===== src/rtl/cmt_pkg.sv =====
// Shared definitions for the compare-match timer APB initiator:
// FSM state encoding and default bus widths.
package cmt_pkg;

    localparam int CMT_AW = 8;
    localparam int CMT_DW = 32;

    typedef enum logic [1:0] {
        IDLE   = 2'b00,
        SETUP  = 2'b01,
        ACCESS = 2'b10
    } cmt_apb_state_e;

endpackage : cmt_pkg


===== src/rtl/cmt_apb_tmo.sv =====
// Wait-state timeout counter: cleared on SETUP, counts ACCESS cycles with
// pready low and flags expiry once it has reached TMO-1.
module cmt_apb_tmo #(
    parameter int TMO = 16,
    parameter int TW  = 5
) (
    input  logic clk,
    input  logic rst,
    input  logic clr_i,
    input  logic en_i,
    output logic expire_o
);

    localparam logic [TW-1:0] LAST = TW'(TMO - 1);

    logic [TW-1:0] cnt_q;
    logic [TW-1:0] cnt_d;

    // Holding at LAST keeps the count bounded without a wrap check.
    always_comb begin
        cnt_d = cnt_q;
        if (clr_i) begin
            cnt_d = '0;
        end else if (en_i && (cnt_q != LAST)) begin
            cnt_d = cnt_q + 1'b1;
        end
    end

    always_ff @(posedge clk) begin
        if (rst) begin
            cnt_q <= '0;
        end else begin
            cnt_q <= cnt_d;
        end
    end

    assign expire_o = (cnt_q == LAST);

endmodule : cmt_apb_tmo


===== src/rtl/cmt_apb_master.sv =====
// Single-outstanding request/response to APB initiator with registered APB
// outputs, wait-state support and a timeout abort reported as an error.
module cmt_apb_master
    import cmt_pkg::*;
#(
    parameter int AW  = CMT_AW,
    parameter int DW  = CMT_DW,
    parameter int TMO = 16,
    parameter int TW  = 5
) (
    input  logic          clk,
    input  logic          rst,
    input  logic          req_valid_i,
    input  logic          req_write_i,
    input  logic [AW-1:0] req_addr_i,
    input  logic [DW-1:0] req_wdata_i,
    output logic          req_ready_o,
    output logic          rsp_valid_o,
    output logic [DW-1:0] rsp_rdata_o,
    output logic          rsp_err_o,
    output logic          psel_o,
    output logic          penable_o,
    output logic          pwrite_o,
    output logic [AW-1:0] paddr_o,
    output logic [DW-1:0] pwdata_o,
    input  logic [DW-1:0] prdata_i,
    input  logic          pready_i,
    input  logic          pslverr_i
);

    cmt_apb_state_e state_q, state_d;

    logic          psel_q, psel_d;
    logic          penable_q, penable_d;
    logic          pwrite_q, pwrite_d;
    logic [AW-1:0] paddr_q, paddr_d;
    logic [DW-1:0] pwdata_q, pwdata_d;
    logic          rsp_valid_q, rsp_valid_d;
    logic          rsp_err_q, rsp_err_d;
    logic [DW-1:0] rsp_rdata_q, rsp_rdata_d;

    logic tmo_clr;
    logic tmo_en;
    logic tmo_expire;

    assign tmo_clr = (state_q == SETUP);
    assign tmo_en  = (state_q == ACCESS) && !pready_i;

    cmt_apb_tmo #(
        .TMO (TMO),
        .TW  (TW)
    ) u_tmo (
        .clk      (clk),
        .rst      (rst),
        .clr_i    (tmo_clr),
        .en_i     (tmo_en),
        .expire_o (tmo_expire)
    );

    always_comb begin
        state_d     = state_q;
        psel_d      = psel_q;
        penable_d   = penable_q;
        pwrite_d    = pwrite_q;
        paddr_d     = paddr_q;
        pwdata_d    = pwdata_q;
        rsp_valid_d = 1'b0;
        rsp_err_d   = rsp_err_q;
        rsp_rdata_d = rsp_rdata_q;

        case (state_q)
            IDLE: begin
                if (req_valid_i) begin
                    pwrite_d = req_write_i;
                    paddr_d  = req_addr_i;
                    pwdata_d = req_wdata_i;
                    psel_d   = 1'b1;
                    state_d  = SETUP;
                end
            end
            SETUP: begin
                penable_d = 1'b1;
                state_d   = ACCESS;
            end
            ACCESS: begin
                // A ready slave wins over an expiring counter in the same cycle.
                if (pready_i) begin
                    rsp_valid_d = 1'b1;
                    rsp_err_d   = pslverr_i;
                    rsp_rdata_d = pwrite_q ? '0 : prdata_i;
                    psel_d      = 1'b0;
                    penable_d   = 1'b0;
                    state_d     = IDLE;
                end else if (tmo_expire) begin
                    rsp_valid_d = 1'b1;
                    rsp_err_d   = 1'b1;
                    rsp_rdata_d = '0;
                    psel_d      = 1'b0;
                    penable_d   = 1'b0;
                    state_d     = IDLE;
                end
            end
            default: begin
                psel_d    = 1'b0;
                penable_d = 1'b0;
                state_d   = IDLE;
            end
        endcase
    end

    always_ff @(posedge clk) begin
        if (rst) begin
            state_q     <= IDLE;
            psel_q      <= 1'b0;
            penable_q   <= 1'b0;
            pwrite_q    <= 1'b0;
            paddr_q     <= '0;
            pwdata_q    <= '0;
            rsp_valid_q <= 1'b0;
            rsp_err_q   <= 1'b0;
            rsp_rdata_q <= '0;
        end else begin
            state_q     <= state_d;
            psel_q      <= psel_d;
            penable_q   <= penable_d;
            pwrite_q    <= pwrite_d;
            paddr_q     <= paddr_d;
            pwdata_q    <= pwdata_d;
            rsp_valid_q <= rsp_valid_d;
            rsp_err_q   <= rsp_err_d;
            rsp_rdata_q <= rsp_rdata_d;
        end
    end

    assign req_ready_o = (state_q == IDLE);
    assign rsp_valid_o = rsp_valid_q;
    assign rsp_rdata_o = rsp_rdata_q;
    assign rsp_err_o   = rsp_err_q;
    assign psel_o      = psel_q;
    assign penable_o   = penable_q;
    assign pwrite_o    = pwrite_q;
    assign paddr_o     = paddr_q;
    assign pwdata_o    = pwdata_q;

endmodule : cmt_apb_master


===== config.mk =====
export PLATFORM = sky130hd
export DESIGN_NAME = cmt_apb_master
export DESIGN_NICKNAME = d
export VERILOG_FILES = /design/src/rtl/cmt_pkg.sv /design/src/rtl/cmt_apb_tmo.sv /design/src/rtl/cmt_apb_master.sv
export SDC_FILE = /design/constraint.sdc
export NUM_CORES = 1
export LEC_CHECK = 0
export BUFFER_PORTS_ARGS = -buffer_cell sky130_fd_sc_hd__buf_2
export CORE_MARGIN = 2
export CORE_UTILIZATION = 37
export DETAILED_ROUTE_END_ITERATION = 16
export HOLD_SLACK_MARGIN = 0.05
export PLACE_DENSITY = 0.68
export SLEW_MARGIN = 30
export SYNTH_ARGS = -nofsm -noshare
export SYNTH_HDL_FRONTEND = slang
export SYNTH_SLANG_ARGS = --single-unit

===== constraint.sdc =====
create_clock -name clk -period 2.19 [get_ports clk]
set_input_delay 0.1095 -clock clk [delete_from_list [all_inputs] [get_ports clk]]
set_output_delay 0.1095 -clock clk [all_outputs]
set_load 0.005 [all_outputs]

==> results.tsv, run 1 <==
metric	value	unit
share of the synthesized area in the top cell type	56.6	%
via count	2751	
Slowest-stage cell, CP	dfxtp_1	
worst path required time	2.47	ns
worst-path cell chain	ha_1 > and3_1 > ha_1 > or2_1 > a21oi_2 > buf_12 > a22o_1	
Die X	93.6	um
endpoints failing hold	0	
#FFs+latches synth	84	
PwrDens	711	mW/mm^2
dpl ws	0.400	ns
Initial Utilization	38.2	%
Finished Core Util	61.3	%
Worst VDD drop	0.000331	V
Tightest Pin Transition	0.600	ns
crit end category	flop	
Starting DRT DRC Count	68	
filler instances	645	
top post-synthesis cells by area	dfxtp_1, mux2i_1, a22o_1	
worst clock skew	0.00636	ns
placer congestion estimate	0.662	
Antenna Nets Post-Route	0	
register area share after synthesis	56.6	%
clock sinks	84	
post-synth top area cell	dfxtp_1	
die area	0.00876	mm^2
WP data arrival	2.10	ns
Final Critical Period	1.82	ns
count of final setup violators	0	
YS warnings	0	
unrepaired setup endpoints after global routing	false	
most used cell, CP	ha_1	
DRC viols	0	
slack of the worst reg-to-reg path	0.37	ns
ANT cells	0	
Die Ht	93.6	um
gr usage total	18.7	%
layout cell share with drive strength beyond 1	36.6	%
dpl hpwl	4820	um
setup slack after layout	0.370	ns
P&R area growth vs syn	60.5	%
CP Max Fanout	32	
I/O Pins	156	
vias per inst	4.63	
Post-Layout Inst Area	0.00476	mm^2
Row Count	32	
H-tree levels	3	
initial antenna violation count	0	
CTS tree	done	
IO buf count	155	
Hold Startpoint	pslverr_i	
Worst Reg-to-Reg Cells	7	
Max Cap Viol	0	
Final nets	567	
HP Class	in2reg	
Bufs on Longest Clock Path	2	
Leakage	0.00233	uW
Unique masters post-synth	32	
WHS Endpoint	rsp_err_o	
post-detailed-route wirelength per cell	13.9	um
FF-to-FF Start	u_tmo.cnt_q[0]	
aggregate negative setup slack	0	ns
type of origin of the critical path	flop	
Routed WL	8260	um
status	finished, final reports clean	
cts bufs inserted	9	
Worst R2R End	rsp_rdata_o[28]	
DRT Pass-1 Iters	4	
worst skew pair latency	0.34	ns
hold slack	0.0270	ns
Net Count, Synth	340	
fmax	0.550	GHz
depth of the worst hold-timing path	3	
asr flop ratio synth	0	%
fin crit share	83.1	%
Post-CTS Setup Bufs	0	
number of global-route vias before repair	2793	
Core Area	0.00777	mm^2
critical path class	reg2reg	
Buf/Inv on CP	1	
largest net degree at the start of global routing	35	
Slew Limit Fails	0	
ys flop type	dfxtp_1	
max_slew headroom	60.0	%
delay-heaviest family, CP	simple AND/OR/NAND/NOR gates	
grt total ovfl	0	
CTS root buf	clkbuf_8	
Syn Area/Cell	11.4	um^2
Synth Instances	260	
Area after DPL	0.00379	mm^2
clk slew on worst S/H paths	0.08	ns
number of synthesized flops with an enable pin	0	
first-pass GRT wire length	13000	um
CP peak stage delay	0.34	ns
Post-Synthesis Cell Area	0.00297	mm^2
[power breakdown]
part / switching, uW / leakage, uW / internal, uW / total, uW
Clock: 529 / 0.000111 / 760 / 1290
Sequential: 40.1 / 0.000685 / 1600 / 1640
Combinational: 189 / 0.00154 / 274 / 463
[kinds of logic after synthesis]
group,synth area share (%)
XOR/XNOR,0.295
AO/OA/AOI/OAI,12.2
buffers and inverters,5.94
AND/OR/NAND/NOR,9.94
multiplexers,14.2
adder cells (fa/ha/maj),0.843
flip-flops,56.6
[cell usage after synthesis (all sizes together) (2+ instances only)]
cell     n
a21oi    4
a22o    32
nor2b    2
buf     16
inv      5
nor2    50
ha       2
mux2i   42
and3     3
clkbuf   3
nand2b   2
dfxtp   84
[worst max path at each step]
stage	from	slack, ns	cells past startpoint	endpoint
2_1_floorplan	u_tmo.cnt_q[0]	0.47	7	rsp_rdata_o[10]
3_3_place_gp	u_tmo.cnt_q[0]	0.44	7	rsp_rdata_o[7]
3_5_place_dp	u_tmo.cnt_q[0]	0.40	7	u_tmo.cnt_q[2]
4_1_cts	u_tmo.cnt_q[0]	0.1	7	rsp_err_o
5_1_grt	u_tmo.cnt_q[0]	0.26	7	rsp_rdata_o[28]
6_report	u_tmo.cnt_q[0]	0.37	7	rsp_rdata_o[28]
[routing by layer]
metal  routed length, um  vias up  track usage, %
met4                 189        0            8.45
met3                 640       17            5.96
met5                   0        -               0
met2                4150      111            33.6
li1                    -     1356               -
met1                3280     1267            19.8
[tightest hold or removal path: stages]
cell and delay (ns):
buf_2 0.09, inv_1 0.04, a311oi_1 0.07
[what timing repair did]
| action | 4_1_cts | 5_1_grt |
|---|---|---|
| hold buffers | 75 | 0 |
| resized for setup | 0 | 0 |
| setup endpoints to repair | 0 | 1 |
| hold endpoints to repair | 74 | 0 |
[final cells by class]
| cell class | count | area (um^2) | share of cell area (%) |
|---|---|---|---|
| Multi-Input combinational cell | 152 | 1120 | 23.5 |
| Timing Repair Buffer | 235 | 1590 | 33.3 |
| Clock buffer | 12 | 135 | 2.84 |
| Inverter | 5 | 18.8 | 0.394 |
| Clock inverter | 4 | 97.6 | 2.05 |
| Tap cell | 102 | 128 | 2.68 |
| Sequential cell | 84 | 1680 | 35.3 |
[state kept, by name, indices dropped and copies added, names as in the netlist]
name         cells
rsp_valid_o      1
u_tmo.cnt_q      5
penable_o        1
rsp_err_o        1
pwrite_o         1
state_q          2
psel_o           1
rsp_rdata_o     32
pwdata_o        32
paddr_o          8
[layout by cell type (no fill, tap or decap), drive strengths merged]
cell	netlist	routed
buf	16	161
dfxtp	84	84
dlygate4sd3	0	74
nor2	50	50
mux2i	42	42
a22o	32	32
clkbuf	3	12
inv	5	5
a21oi	4	4
and3	3	3
bufinv	0	3
nand2b	2	2
ha	2	2
nor2b	2	2
nor3b	1	1
or2	1	1
nor4b	1	1
a21o	1	1
nand3	1	1
and2b	1	1
nor3	1	1
a2111oi	1	1
a31o	1	1
xnor2	1	1
a311oi	1	1
a211oi	1	1
o22ai	1	1
o21ai	1	1
nand2	1	1
clkinvlp	0	1
[through the flow]
stage | power, uW | std cells
finish | 3390 | 594
global route | 3530 | 594
CTS | 3410 | 595
detailed placement | 2020 | 504
global placement | 2010 | 504
floorplan | 1860 | 260
No activity file was read; power rests on OpenSTA's default activity.
==> run 2: changes to the inputs <==
--- a/config.mk
+++ b/config.mk
@@ -10,7 +10,7 @@
 export CORE_UTILIZATION = 37
 export DETAILED_ROUTE_END_ITERATION = 16
 export HOLD_SLACK_MARGIN = 0.05
-export PLACE_DENSITY = 0.68
+export PLACE_DENSITY = 0.7
 export SLEW_MARGIN = 30
 export SYNTH_ARGS = -nofsm -noshare
 export SYNTH_HDL_FRONTEND = slang
==> constraint.sdc (replaced) <==
create_clock -name clk -period 1.6 [get_ports clk]
set_input_delay 0.08 -clock clk [delete_from_list [all_inputs] [get_ports clk]]
set_output_delay 0.08 -clock clk [all_outputs]
set_load 0.005 [all_outputs]
==> run 2 against run 1 <==
Compared with the run above:
- the run now ends with setup timing left
- global-route usage grew 1.1 points
- setup slack lost 0.45 ns
- cell count grew 2.2%
- count of clock-buffer cells in the layout shrank 1
- clock skew grew 0.0020 ns
- utilization grew 2.1 points
- routed wire length grew 5.2%
- cell area grew 3.4%
- first-iteration DRC count shrank 13%
- sequential power grew 37%
- largest cell class is now buffers
- largest power group unchanged
- highest routed layer unchanged
==> results.tsv, run 2 (same netlist as run 1, synthesis figures left out) <==
metric	value	unit
Initial Utilization	38.2	%
cts bufs inserted	9	
Finished Core Util	63.4	%
Tightest Pin Transition	0.345	ns
vias per inst	4.65	
type of origin of the critical path	flop	
WHS Endpoint	state_q[1]	
aggregate negative setup slack	-1.94	ns
layout cell share with drive strength beyond 1	40.2	%
DRC viols	0	
Hold Startpoint	rst	
PwrDens	889	mW/mm^2
H-tree levels	3	
largest net degree at the start of global routing	33	
setup slack after layout	-0.0845	ns
Antenna Nets Post-Route	0	
placer congestion estimate	0.791	
via count	2820	
Max Cap Viol	0	
commonest cells after routing, fill and taps aside	buf_2, dfxtp_1, dlygate4sd3_1	
dpl hpwl	5240	um
Core Area	0.00777	mm^2
grt total ovfl	0	
Routed WL	8690	um
max_slew headroom	76.4	%
depth of the worst hold-timing path	2	
Tot Pwr	4380	uW
initial antenna violation count	0	
critical path class	reg2reg	
clock sinks	84	
fin cells	607	
Worst R2R End	u_tmo.cnt_q[3]	
Starting DRT DRC Count	59	
Final Critical Period	1.68	ns
Die Ht	93.6	um
Row Count	32	
Slew Limit Fails	0	
post-detailed-route wirelength per cell	14.3	um
failing checks	setup timing	
Die X	93.6	um
slack of the worst reg-to-reg path	-0.08	ns
ANT cells	0	
Worst VDD drop	0.000361	V
most common cell after layout, fill and taps aside	buf_2	
Bufs on Longest Clock Path	2	
clk slew on worst S/H paths	0.08	ns
worst path required time	1.87	ns
status	finished with violations	
unrepaired setup endpoints after global routing	true	
endpoints failing hold	0	
Leakage	0.00240	uW
first-pass GRT wire length	13500	um
IO buf count	155	
placed insts	511	
I/O Pins	156	
fmax	0.594	GHz
Final nets	581	
number of global-route vias before repair	2843	
fin crit share	105	%
worst clock skew	0.00838	ns
crit end category	flop	
die area	0.00876	mm^2
CP Max Fanout	5	
CTS tree	done	
WP data arrival	1.96	ns
FF-to-FF Start	u_tmo.cnt_q[1]	
DRT Pass-1 Iters	4	
P&R area growth vs syn	65.9	%
HP Class	in2reg	
Worst Reg-to-Reg Cells	7	
gr usage total	19.8	%
count of final setup violators	40	
worst setup path start	u_tmo.cnt_q[1]	
worst skew pair latency	0.35	ns
CTS root buf	clkbuf_8	
hold slack	0.0470	ns
run 2: changes by cell type in the layout (fill, tap and decap cells not counted), moves of 2 or more:
cell	change
bufinv_16	-2
ha_4	+2
buf_4	+10
clkbuf_1	-2
ha_1	-2
buf_12	+2
dfxtp_1	-2
dfxtp_2	+2
run 2: layout make-up:
type | count | area, um^2
fillers | 617 | 2840
clock buffers | 11 | 141
repair buffers | 249 | 1720
multi-input cells | 152 | 1180
clock inverters | 4 | 50.0
well taps | 102 | 128
inverters | 5 | 18.8
flip-flops and latches | 84 | 1680
run 2: what timing repair did:
| action | CTS | global route |
|---|---|---|
| pin swaps | 5 | 6 |
| hold endpoints to repair | 74 | 0 |
| hold buffers | 75 | 0 |
| setup buffers | 4 | 2 |
| gates resized for setup | 3 | 3 |
| setup endpoints to repair | 39 | 40 |
run 2: how the worst max path moves through the flow:
stage	slack, ns	depth (start not counted)	end
after detailed placement	-0.09	7	u_tmo.cnt_q[3]
after global routing	-0.14	7	u_tmo.cnt_q[1]
after floorplan	0.002	7	u_tmo.cnt_q[1]
after CTS	-0.07	7	rsp_rdata_o[22]
after global placement	-0.06	7	u_tmo.cnt_q[0]
final	-0.08	7	u_tmo.cnt_q[3]
run 2: through the flow:
stage | area [um^2] | worst slack, ns
2_1_floorplan | 3030 | 0.00207
3_3_place_gp | 3910 | -0.0577
3_5_place_dp | 3910 | -0.0878
4_1_cts | 4900 | -0.0654
5_1_grt | 4930 | -0.144
6_report | 4930 | -0.0845
run 2: layer usage:
layer,vias up,global-route usage [%],wire length (um)
li1,1387,-,-
met1,1310,21.2,3370
met2,115,36.3,4550
met3,8,5.96,679
met4,0,7.37,96
met5,-,0,0
run 2: worst max-delay path, stage by stage (launching register included):
cell and delay, ns:
dfxtp_2 0.35, ha_4 0.15, and3_4 0.18, ha_4 0.16
nor4b_4 0.33, buf_4 0.21, nand3_2 0.08, a21oi_1 0.15
run 2: power by group:
part	leakage (uW)	internal [uW]	switching, uW
Combinational	0.00162	397	267
Clock	0.0000914	753	723
Sequential	0.000686	2190	54.8
==> run 3: changes to the inputs <==
--- a/config.mk
+++ b/config.mk
@@ -5,10 +5,11 @@
 export SDC_FILE = /design/constraint.sdc
 export NUM_CORES = 1
 export LEC_CHECK = 0
-export BUFFER_PORTS_ARGS = -buffer_cell sky130_fd_sc_hd__buf_2
+export BUFFER_PORTS_ARGS = -buffer_cell sky130_fd_sc_hd__buf_4
 export CORE_MARGIN = 2
 export CORE_UTILIZATION = 37
 export DETAILED_ROUTE_END_ITERATION = 16
+export GPL_TIMING_DRIVEN = 0
 export HOLD_SLACK_MARGIN = 0.05
 export PLACE_DENSITY = 0.7
 export SLEW_MARGIN = 30
==> run 3 against run 2 <==
Compared with the run above:
- largest cell class unchanged
- die area is the same
- clock power is essentially flat
- non-clock buffer count grew 9
- combinational power grew 23%
- highest routed layer unchanged
- the flow still finishes with violations (setup timing)
- flip-flop and latch count is the same
- routed wire length grew 8.2%
- critical path type unchanged
==> results.tsv, run 3 (same netlist as run 1, synthesis figures left out) <==
metric	value	unit
status	finished with violations	
failing checks	setup timing	
Initial Utilization	38.2	%
Worst Reg-to-Reg Cells	8	
critical path class	reg2reg	
DRT Pass-1 Iters	4	
Die X	93.6	um
clk slew on worst S/H paths	0.09	ns
Leakage	0.00251	uW
filler instances	579	
footprint of the multi-input gates	0.00119	mm^2
Core Area	0.00777	mm^2
cts bufs inserted	9	
Row Count	32	
crit end category	flop	
Bufs on Longest Clock Path	2	
P&R area growth vs syn	82.3	%
unrepaired setup endpoints after global routing	true	
worst-path cell chain	ha_4 > and3_4 > ha_4 > or2_4 > a21oi_4 > buf_12 > clkbuf_16 > a22o_1	
Die Ht	93.6	um
delay-heaviest family, CP	simple AND/OR/NAND/NOR gates	
Routed WL	9410	um
layout cell share with drive strength beyond 1	41.0	%
placer congestion estimate	0.757	
CTS root buf	clkbuf_8	
vias per inst	4.63	
Area after DPL	0.00431	mm^2
Max Cap Viol	0	
Starting DRT DRC Count	35	
most used cell, CP	ha_4	
worst skew pair latency	0.35	ns
HP Class	in2reg	
CP peak stage delay	0.34	ns
Worst VDD drop	0.000411	V
slack of the worst reg-to-reg path	-0.12	ns
Worst R2R End	rsp_rdata_o[16]	
Tightest Pin Transition	0.477	ns
commonest cells after routing, fill and taps aside	buf_4, dfxtp_1, dlygate4sd3_1	
Buf/Inv on CP	2	
via count	2858	
Setup crit end	rsp_rdata_o[16]	
dpl hpwl	5590	um
fin crit share	107	%
max_slew headroom	68.2	%
gr usage total	20.5	%
grt total ovfl	0	
count of final setup violators	34	
clock sinks	84	
Slew Limit Fails	0	
CTS tree	done	
FF-to-FF Start	u_tmo.cnt_q[0]	
first-pass GRT wire length	13800	um
worst path required time	1.89	ns
die area	0.00876	mm^2
setup slack after layout	-0.118	ns
Antenna Nets Post-Route	0	
I/O Pins	156	
Levels on crit path	8	
Slowest-stage cell, CP	dfxtp_2	
number of global-route vias before repair	2895	
initial antenna violation count	0	
largest net degree at the start of global routing	14	
Post-Layout Inst Area	0.00541	mm^2
fin cells	617	
WP data arrival	2.01	ns
type of origin of the critical path	flop	
IO buf count	154	
Final Critical Period	1.72	ns
fmax	0.582	GHz
DRC viols	0	
most common cell after layout, fill and taps aside	buf_4	
worst setup path start	u_tmo.cnt_q[0]	
CP Max Fanout	7	
worst clock skew	0.0112	ns
PwrDens	838	mW/mm^2
Final nets	590	
H-tree levels	3	
post-detailed-route wirelength per cell	15.2	um
endpoints failing hold	0	
placed insts	516	
ANT cells	0	
Reg area	0.00168	mm^2
run 3: worst register-to-register path, delay by kind of cell (launching register included):
| kind | cells | cell delay (ns) |
|---|---|---|
| buffers and inverters | 2 | 0.29 |
| AO/OA/AOI/OAI | 2 | 0.28 |
| adder cells (fa/ha/maj) | 2 | 0.31 |
| AND/OR/NAND/NOR | 2 | 0.42 |
| flip-flops | 1 | 0.34 |
run 3: per-layer routing:
metal	track usage [%]	share of wire [%]	up-vias
met3	5.16	6.3	16
met1	21.4	39	1344
li1	-	-	1400
met4	10.0	2.3	0
met5	0	0	-
met2	38.1	52	98
run 3: how the worst min path moves through the flow:
stage	slack, ns	start	cells after the start	end
final	0.32	rst	3	u_tmo.cnt_q[0]
after floorplan	0.19	pready_i	1	rsp_err_o
after detailed placement	0.29	prdata_i[10]	2	rsp_rdata_o[10]
after global placement	0.29	prdata_i[1]	2	rsp_rdata_o[1]
after global routing	0.34	rst	3	u_tmo.cnt_q[0]
after CTS	0.32	rst	3	u_tmo.cnt_q[2]
run 3: cell type report:
| class | count | area share, % |
|---|---|---|
| repair buffers | 239 | 37.4 |
| flip-flops and latches | 84 | 31.1 |
| multi-input cells | 152 | 21.9 |
| plain buffers | 19 | 3.40 |
| clock buffers | 12 | 2.50 |
| well taps | 102 | 2.36 |
| clock inverters | 4 | 0.924 |
| inverters | 5 | 0.347 |
run 3: through the flow:
stage               utilization, %  hold slack, ns  total power, uW  setup WS [ns]  setup TNS (ns)
finish                        69.7           0.319             4530         -0.118           -2.73
global route                  69.7           0.344             4730         -0.183           -5.41
CTS                           68.7           0.317             4520         -0.124           -3.46
detailed placement            55.5           0.294             2900         -0.130           -3.75
global placement              55.5           0.291             2890        -0.0936           -2.87
floorplan                        -           0.190             2560        0.00207               0
run 3: report_power, final:
part           leakage, uW  switching, uW  internal [uW]  total [uW]
clock network    0.0000866            750            722        1470
registers         0.000686           59.2           2190        2240
logic              0.00174            293            525         818
run 3: repair_timing:
action,4_1_cts,5_1_grt
cloned,3,1
buffers inserted,4,2
endpoints found under the hold margin,74,0
hold buffers,75,0
resized for setup,9,9
pin swaps,8,17
setup endpoints to repair,38,41
